`src/rtl/enable_strobe_gen_if.sv`:
```
// Control/status bundle for enable_strobe_gen: run requests and the latched-on-start
// configuration in, registered strobe and run status out.
interface enable_strobe_gen_if #(
  parameter int unsigned CNT_W = 8
);
  logic             start;
  logic             stop;
  logic [CNT_W-1:0] period;
  logic [CNT_W-1:0] burst_len;
  logic             enable;
  logic             busy;
  logic             done;
  logic [CNT_W-1:0] strobe_cnt;

  modport master (
    output start, stop, period, burst_len,
    input  enable, busy, done, strobe_cnt
  );

  modport slave (
    input  start, stop, period, burst_len,
    output enable, busy, done, strobe_cnt
  );
endinterface

```
`src/rtl/enable_strobe_gen.sv`:
```
// Programmable single-cycle enable strobe generator: continuous or counted bursts at a
// latched period, with busy/done status and a saturating strobe count.
module enable_strobe_gen #(
  parameter int unsigned CNT_W = 8
) (
  input  logic                clk,
  input  logic                rst_n,
  enable_strobe_gen_if.slave  bus
);

  typedef enum logic [1:0] {StIdle, StRun, StDone} state_e;

  state_e           state_q;
  logic [CNT_W-1:0] phase_q;
  logic [CNT_W-1:0] period_q;
  logic [CNT_W-1:0] burst_q;
  logic [CNT_W-1:0] cnt_q;
  logic             enable_q;
  logic             busy_q;
  logic             done_q;

  logic [CNT_W-1:0] period_in;
  logic [CNT_W-1:0] phase_nxt;
  logic [CNT_W-1:0] cnt_inc;
  logic             burst_end;

  always_comb begin
    period_in = (bus.period == '0) ? CNT_W'(1) : bus.period;
    phase_nxt = (phase_q == period_q - CNT_W'(1)) ? '0 : phase_q + CNT_W'(1);
    cnt_inc   = (cnt_q == '1) ? cnt_q : cnt_q + CNT_W'(1);
    // Strobe in flight is the burst_len-th one; burst_q - 1 never reaches the saturated count.
    burst_end = enable_q && (burst_q != '0) && (cnt_q == burst_q - CNT_W'(1));
  end

  always_ff @(posedge clk or negedge rst_n) begin
    if (!rst_n) begin
      state_q  <= StIdle;
      phase_q  <= '0;
      period_q <= '0;
      burst_q  <= '0;
      cnt_q    <= '0;
      enable_q <= 1'b0;
      busy_q   <= 1'b0;
      done_q   <= 1'b0;
    end else begin
      unique case (state_q)
        StIdle: begin
          if (bus.start) begin
            state_q  <= StRun;
            period_q <= period_in;
            burst_q  <= bus.burst_len;
            cnt_q    <= '0;
            phase_q  <= '0;
            enable_q <= 1'b1;
            busy_q   <= 1'b1;
          end
        end
        StRun: begin
          // A strobe is counted at the edge that closes its cycle, even if stop lands there.
          if (enable_q) cnt_q <= cnt_inc;
          if (bus.stop) begin
            state_q  <= StIdle;
            enable_q <= 1'b0;
            busy_q   <= 1'b0;
          end else if (burst_end) begin
            state_q  <= StDone;
            enable_q <= 1'b0;
            busy_q   <= 1'b0;
            done_q   <= 1'b1;
          end else begin
            phase_q  <= phase_nxt;
            enable_q <= (phase_nxt == '0);
          end
        end
        StDone: begin
          state_q <= StIdle;
          done_q  <= 1'b0;
        end
        default: begin
          state_q  <= StIdle;
          enable_q <= 1'b0;
          busy_q   <= 1'b0;
          done_q   <= 1'b0;
        end
      endcase
    end
  end

  assign bus.enable     = enable_q;
  assign bus.busy       = busy_q;
  assign bus.done       = done_q;
  assign bus.strobe_cnt = cnt_q;

endmodule

```
`src/flat_wrapper.sv`:
```
// flat-port wrapper written by rule: the top's interface ports become plain ports
module enable_strobe_gen_flat 
#(
  parameter int unsigned CNT_W = 8
)
  (clk, rst_n, bus_start, bus_stop, bus_period, bus_burst_len, bus_enable, bus_busy, bus_done, bus_strobe_cnt);
  enable_strobe_gen_if #(.CNT_W(CNT_W)) bus_i ();
  input  logic clk;
  input  logic rst_n;
  input wire logic [$bits(bus_i.start)-1:0] bus_start;
  input wire logic [$bits(bus_i.stop)-1:0] bus_stop;
  input wire logic [$bits(bus_i.period)-1:0] bus_period;
  input wire logic [$bits(bus_i.burst_len)-1:0] bus_burst_len;
  output wire logic [$bits(bus_i.enable)-1:0] bus_enable;
  output wire logic [$bits(bus_i.busy)-1:0] bus_busy;
  output wire logic [$bits(bus_i.done)-1:0] bus_done;
  output wire logic [$bits(bus_i.strobe_cnt)-1:0] bus_strobe_cnt;
  assign bus_i.start = bus_start;
  assign bus_i.stop = bus_stop;
  assign bus_i.period = bus_period;
  assign bus_i.burst_len = bus_burst_len;
  assign bus_enable = bus_i.enable;
  assign bus_busy = bus_i.busy;
  assign bus_done = bus_i.done;
  assign bus_strobe_cnt = bus_i.strobe_cnt;
  enable_strobe_gen #(.CNT_W(CNT_W)) u_core (.clk(clk), .rst_n(rst_n), .bus(bus_i));
endmodule
```
`config.mk`:
```
export PLATFORM = sky130hd
export DESIGN_NAME = enable_strobe_gen_flat
export DESIGN_NICKNAME = d
export VERILOG_FILES = /design/src/rtl/enable_strobe_gen_if.sv /design/src/rtl/enable_strobe_gen.sv /design/src/flat_wrapper.sv
export SDC_FILE = /design/constraint.sdc
export NUM_CORES = 1
export LEC_CHECK = 0
export BUFFER_PORTS_ARGS = -buffer_cell sky130_fd_sc_hd__buf_4
export CORE_ASPECT_RATIO = 0.9
export CORE_MARGIN = 1.5
export CORE_UTILIZATION = 55
export DETAILED_ROUTE_END_ITERATION = 8
export PLACE_DENSITY = 0.77
export RECOVER_POWER = 25
export SYNTH_ARGS = -nofsm -noshare
export SYNTH_HDL_FRONTEND = slang
export SYNTH_SLANG_ARGS = --single-unit
```
`constraint.sdc`:
```
create_clock -name clk -period 3.25 [get_ports clk]
set_clock_uncertainty 0.2 [all_clocks]
set_input_delay 0.325 -clock clk [delete_from_list [all_inputs] [get_ports clk]]
set_output_delay 0.325 -clock clk [all_outputs]
set_load 0.01 [all_outputs]
```
==> results of run 1 <==
-- metal layers --
| layer | vias up | GRT usage, % |
|---|---|---|
| li1 | 903 | - |
| met1 | 863 | 34.1 |
| met2 | 37 | 31.1 |
| met3 | 5 | 4.96 |
| met4 | 0 | 7.21 |
| met5 | - | 0 |
-- layout make-up --
class / instances / area [µm²] / area share, %
multi-input cells: 178 / 1230 / 47.6
flip-flops and latches: 37 / 926 / 35.9
repair buffers: 32 / 239 / 9.27
clock buffers: 6 / 72.6 / 2.81
well taps: 46 / 57.6 / 2.23
inverters: 12 / 45.0 / 1.75
clock inverters: 2 / 10.0 / 0.388
-- state kept, by name, indices dropped and copies added, names as in the netlist --
signal / flops
u_core.bus.enable: 1
u_core.period_q: 8
u_core.state_q: 2
u_core.bus.done: 1
u_core.burst_q: 8
u_core.bus.strobe_cnt: 8
u_core.phase_q: 8
u_core.bus.busy: 1
-- how the worst min path moves through the flow --
| stage | end | cells past startpoint |
|---|---|---|
| after floorplan | u_core.burst_q[0] | 0 |
| after global placement | u_core.phase_q[2] | 1 |
| after detailed placement | u_core.phase_q[1] | 1 |
| after CTS | u_core.burst_q[1] | 3 |
| after global routing | u_core.burst_q[1] | 3 |
| final | u_core.burst_q[1] | 3 |
-- cell usage after synthesis, types with 2 or more instances --
cell	number	share of area (%)
buf_6	2	1.0
or3_1	4	1.1
or4_1	2	0.67
xor2_1	9	3.5
ha_1	4	2.2
nand4_1	3	0.83
mux2_2	13	6.5
o21bai_1	2	0.67
xnor2_1	18	7.0
nand4b_1	2	0.78
o21ba_2	2	0.89
nor3_1	6	1.3
nor2b_1	3	0.83
o31ai_1	3	1.0
and3_1	2	0.56
nor4_1	3	0.83
o21ai_0	13	2.9
nor2_1	17	2.8
dfrtp_1	37	41
a21o_1	3	1.0
nor3b_1	5	1.7
inv_1	12	2.0
o32ai_1	2	0.78
a21oi_1	7	1.6
nand2_1	19	3.2
nand3_1	12	2.7
clkbuf_1	7	1.2
-- metrics by stage --
stage | utilization, % | hold WS (ns) | instance area, µm² | instances
2_1_floorplan | - | -0.171 | 2250 | 237
3_3_place_gp | 65.4 | 0.116 | 2490 | 304
5_1_grt | 67.7 | 0.0481 | 2580 | 313
6_report | 67.7 | 0.0382 | 2580 | 313
3_5_place_dp | 65.4 | 0.117 | 2490 | 304
4_1_cts | 67.8 | 0.0373 | 2580 | 313
-- power groups by stage --
stage                     logic (µW)  registers (µW)  clock network [µW]
after global routing             517             686                 329
final                            455             672                 309
after detailed placement         453             677                   0
after floorplan                  350             642                   0
after CTS                        458             669                 313
after global placement           449             674                   0
-- cell usage in the layout (no fill, tap or decap), types with 3 or more instances in the layout --
| cell | Yosys | routed |
|---|---|---|
| a21o_1 | 3 | 3 |
| a21oi_1 | 7 | 7 |
| buf_4 | 0 | 30 |
| clkbuf_8 | 0 | 5 |
| dfrtp_1 | 37 | 37 |
| ha_1 | 4 | 4 |
| inv_1 | 12 | 12 |
| mux2_2 | 13 | 13 |
| nand2_1 | 19 | 19 |
| nand3_1 | 12 | 12 |
| nand4_1 | 3 | 3 |
| nor2_1 | 17 | 17 |
| nor2b_1 | 3 | 3 |
| nor3_1 | 6 | 6 |
| nor3b_1 | 5 | 5 |
| nor4_1 | 3 | 3 |
| o21ai_0 | 13 | 13 |
| o31ai_1 | 3 | 3 |
| or3_1 | 4 | 4 |
| xnor2_1 | 18 | 18 |
| xor2_1 | 9 | 9 |
-- critical path: cells and delay by family, from the launching register on --
kind | cells | cell delay (ns)
AOI/OAI and AO/OA | 6 | 1.49
and+or+nand+nor | 1 | 0.24
adders and majority gates | 1 | 0.25
DFF | 1 | 0.44
buffers and inverters | 1 | 0.08
-- timing repair --
item / CTS / global route
hold buffers: 1 / 0
endpoints found under the hold margin: 37 / 0
setup endpoints to repair: 0 / 0
-- kinds of logic (layout without fill, tap and decap cells) --
logic type / after synthesis / count (layout) / synth area share, %
xor gates and xnor gates: 27 / 27 / 10.5
and+or+nand+nor: 87 / 87 / 20.6
DFF: 37 / 37 / 41.1
buffers and inverters: 22 / 52 / 4.33
AOI/OAI and AO/OA: 47 / 47 / 14.8
adders and majority gates: 4 / 4 / 2.22
muxes: 13 / 13 / 6.50
==> impl_metrics.yaml, run 1 <==
drt:
  viasPerCell: 5.78
  route.top_layer_used: "met4"
  drt_iter0_markers: 119
  via_count: 1808
  detail_route.wl_per_cell_um: 14.4
  drtPass1Iterations: 4
  drt_wl_total_um: 4500
  wl_met2_um: 1840
  route.detailed.drc: 0
  drt-met1-wl_um: 2460
  ant_nets: 0
  wl_met3_um: 162
sta:
  rsz0062_at_grt: "false"
  fin_crit_sh_pct: 86.1
  finalHoldViolCount: 0
  setup_tns_ns: 0
  timing.fmax_mhz: 357
  finalCriticalPeriod_ns: 2.80
  tightestPinTransition_ns: 2.01
  setup_violations: 0
  slew_headroom_pct: -33.7
  slew_violations: 38
  setup_slack_ns: 0.452
die:
  die_h_um: 63.7
  std_cell_rows: 21
  die_x_um: 70.5
  coreArea_mm2: 0.00381
  initial_core_util_pct: 59.1
  die_area_mm2: 0.00449
  boundaryPins: 31
setup_path:
  end_kind: "flop"
  crit_required_ns: 3.25
  path_class: "reg2reg"
  timing.critical_path.from_type: "flop"
  worstPathCellList: "inv_1 -> ha_1 -> o21ba_2 -> a221o_1 -> a32oi_1 -> nand4_1 -> o21ai_2 -> o21ba_2 -> o22ai_1"
  slowest_stage: "dfrtp_1"
  rr_worst_depth: 9
  crit_top_cell: "o21ba_2"
  cp-endpoint: "u_core.phase_q[5]"
  crit_path_max_fanout: 9
  crit_path_start: "u_core.burst_q[0]"
  cpPeakStageDelay_ns: 0.44
  critPathArrivalTime_ns: 2.80
  r2r_setup_slack_ns: 0.45
  rr_endpoint: "u_core.phase_q[5]"
  r2r_start: "u_core.burst_q[0]"
global_routing:
  grt-ovfl-total: 0
  grt_max_degree: 38
  grt_pass1_vias: 1691
  grt_pass1_wl_um: 7940
  track_usage_pct: 22.3
  antenna_found_initial: 0
power:
  peakVddDrop_mv: 0.386
  p_switching_uw: 506
  p_per_area_mw_per_mm2: 557
  cellLeakagePower_uw: 0.00111
  p_sw_share_pct: 35.2
  clockPowerShare_pct: 21.5
  p_total_uw: 1440
  seqPwrFrac_pct: 46.8
  comb_power_share_pct: 31.7
  internal-power_uw: 931
min_path:
  min_from: "bus_burst_len[1]"
  hold_class: "in2reg"
placement:
  port_buffers: 30
  dpl_worst_slack_ns: 0.528
  gp_congestion: 0.859
  post-dp-hpwl_um: 3290
synth:
  seq_area_frac_synth_pct: 41.1
  ys_warn_count: 0
  ys_ff_latch: 37
  syn_nets: 261
  postSynthCellCount: 237
  async_flop_share_pct: 100
  syn_area_per_cell_um2: 9.50
  syn-cell-area_mm2: 0.00225
  ys.flop_type: "dfrtp_1"
  synth_edf_count: 0
  synth.distinct_cells: 52
clock_network:
  clock-root-buffer: "clkbuf_8"
  path_clk_slew_ns: 0.07
  clk_latency_ns: 0.29
  cts_sinks: 37
  cts-resized-gates: 0
  post_cts_buffers: 0
  cts_tree: "yes"
  cts_buffers: 5
  htree_levels: 2
  clockBufferDepth: 2
cells_and_area:
  num-nets-final: 290
  syn2layout_area_growth_pct: 14.5
  fillerInstances: 323
  antenna_cells: 0
  final_layout_size_suffix_gt1_share_pct: 21.7
status:
  status: "complete, but fails checks"
  failed_checks: "max-capacitance violations, max-slew violations"
job:
  cap_violations: 1
Power figures use the tool's default switching activity.
==> run 2, diff against run 1 <==
Clock period 3.25 ns to 3.4 ns, I/O delays scaled along.
==> impl_metrics.yaml, run 2 (synthesized netlist as in run 1, its figures left out) <==
cells_and_area:
  num-nets-final: 290
  fin_util_pct: 67.8
  antenna_cells: 0
  syn2layout_area_growth_pct: 14.7
  final_layout_size_suffix_gt1_share_pct: 21.4
  final_common_cell: "dfrtp_1"
  most-common-layout-cells: "dfrtp_1 (37), buf_4 (30), nand2_1 (19), xnor2_1 (18), nor2_1 (17)"
setup_path:
  end_kind: "flop"
  path_class: "reg2reg"
  critPathArrivalTime_ns: 2.77
  crit_required_ns: 3.41
  worstPathCellList: "inv_1 -> ha_1 -> o21ba_2 -> a221o_1 -> a32oi_1 -> nand4_1 -> o21ai_2 -> o21ba_2 -> o22ai_1"
  r2r_start: "u_core.burst_q[0]"
  rr_endpoint: "u_core.phase_q[5]"
  rr_worst_depth: 9
  crit_family: "compound AO/OA/AOI/OAI gates"
  critPathBufInv: 1
  crit_top_cell: "o21ba_2"
  cpPeakStageDelay_ns: 0.43
  slowest_stage: "dfrtp_1"
  timing.critical_path.from_type: "flop"
  r2r_setup_slack_ns: 0.64
  crit_path_max_fanout: 9
global_routing:
  grt_max_degree: 38
  track_usage_pct: 23.9
  grt_pass1_vias: 1775
  antenna_found_initial: 0
  grt_pass1_wl_um: 8430
  grt-ovfl-total: 0
clock_network:
  path_clk_slew_ns: 0.07
  clockBufferDepth: 2
  htree_levels: 2
  hold_buffers: 1
  clk_latency_ns: 0.29
  cts_buffers: 5
  post_cts_buffers: 0
  cts_sinks: 37
  clock-root-buffer: "clkbuf_8"
  cts_tree: "yes"
  cts-resized-gates: 0
drt:
  ant_nets: 0
  viasPerCell: 5.78
  route.detailed.drc: 0
  via_count: 1804
  drt_wl_total_um: 4640
  drtPass1Iterations: 4
  drt_iter0_markers: 112
  detail_route.wl_per_cell_um: 14.9
die:
  boundaryPins: 31
  initial_core_util_pct: 59.1
  coreArea_mm2: 0.00381
  die_h_um: 63.7
  die_x_um: 70.5
  std_cell_rows: 21
  die_area_mm2: 0.00449
placement:
  post-dp-hpwl_um: 3400
  gp_congestion: 0.809
  port_buffers: 30
sta:
  finalCriticalPeriod_ns: 2.76
  tightestPinTransition_ns: 1.98
  rsz0062_at_grt: "false"
  timing.fmax_mhz: 363
  setup_violations: 0
  finalHoldViolCount: 0
  fin_crit_sh_pct: 81.1
  setup_tns_ns: 0
  slew_violations: 38
  slew_headroom_pct: -32.1
min_path:
  hold_end: "u_core.burst_q[0]"
  min_from: "bus_burst_len[0]"
  hold_depth: 3
  hold_class: "in2reg"
power:
  seqPwrFrac_pct: 46.4
  p_sw_share_pct: 34.7
  clockPowerShare_pct: 22.0
  comb_power_share_pct: 31.5
  internal-power_uw: 909
  p_per_area_mw_per_mm2: 539
  p_switching_uw: 482
  cellLeakagePower_uw: 0.00111
  peakVddDrop_mv: 0.320
status:
  failed_checks: "max-capacitance violations, max-slew violations"
  status: "complete, but fails checks"
job:
  cap_violations: 1
## run 2: cell count changes in the layout (fill, tap and decap cells not counted)
cell	previous run	this run
clkbuf_8	5	6
clkinv_2	2	0
## run 2: per-layer routing
layer / global-route usage [%] / routed length (µm) / up-vias
met1: 35.9 / 2460 / 849
met2: 33.4 / 1950 / 37
met5: 0 / 0 / -
li1: - / - / 910
met4: 9.38 / 74 / 0
met3: 4.96 / 163 / 8
## run 2: worst max-delay path by stage
stage	slack, ns	to	from	depth (start not counted)
2_1_floorplan	0.93	u_core.phase_q[4]	u_core.period_q[2]	9
3_3_place_gp	0.72	u_core.phase_q[5]	u_core.burst_q[0]	9
3_5_place_dp	0.69	u_core.phase_q[5]	u_core.burst_q[0]	9
4_1_cts	0.66	u_core.phase_q[3]	u_core.period_q[0]	9
5_1_grt	0.37	u_core.phase_q[3]	u_core.period_q[0]	9
6_report	0.64	u_core.phase_q[5]	u_core.burst_q[0]	9
## run 2: final cells by class
type / instances / area, µm²
flip-flops and latches: 37 / 926
inverters: 12 / 45.0
repair buffers: 32 / 239
fillers: 332 / 1230
clock buffers: 7 / 86.3
well taps: 46 / 57.6
multi-input cells: 178 / 1230
## run 2: stage by stage
stage	hold slack, ns	instance area, µm²	power (µW)	setup slack, ns	std cells
finish	0.0512	2580	1390	0.643	312
global route	0.0705	2580	1490	0.369	312
CTS	0.0470	2590	1400	0.657	312
detailed placement	0.132	2490	1090	0.692	304
global placement	0.134	2490	1070	0.715	304
floorplan	-0.156	2250	949	0.932	237
## run 2: power by group through the flow
stage | Combinational (µW) | Sequential [µW] | Clock, µW
2_1_floorplan | 335 | 614 | 0
3_3_place_gp | 428 | 645 | 0
3_5_place_dp | 435 | 650 | 0
4_1_cts | 441 | 643 | 317
5_1_grt | 498 | 662 | 332
6_report | 439 | 646 | 307
## run 2: worst register-to-register path, stage by stage (launching register included)
cell	delay, ns
dfrtp_1	0.43
inv_1	0.09
ha_1	0.25
o21ba_2	0.22
a221o_1	0.36
a32oi_1	0.17
nand4_1	0.23
o21ai_2	0.39
o21ba_2	0.22
o22ai_1	0.11
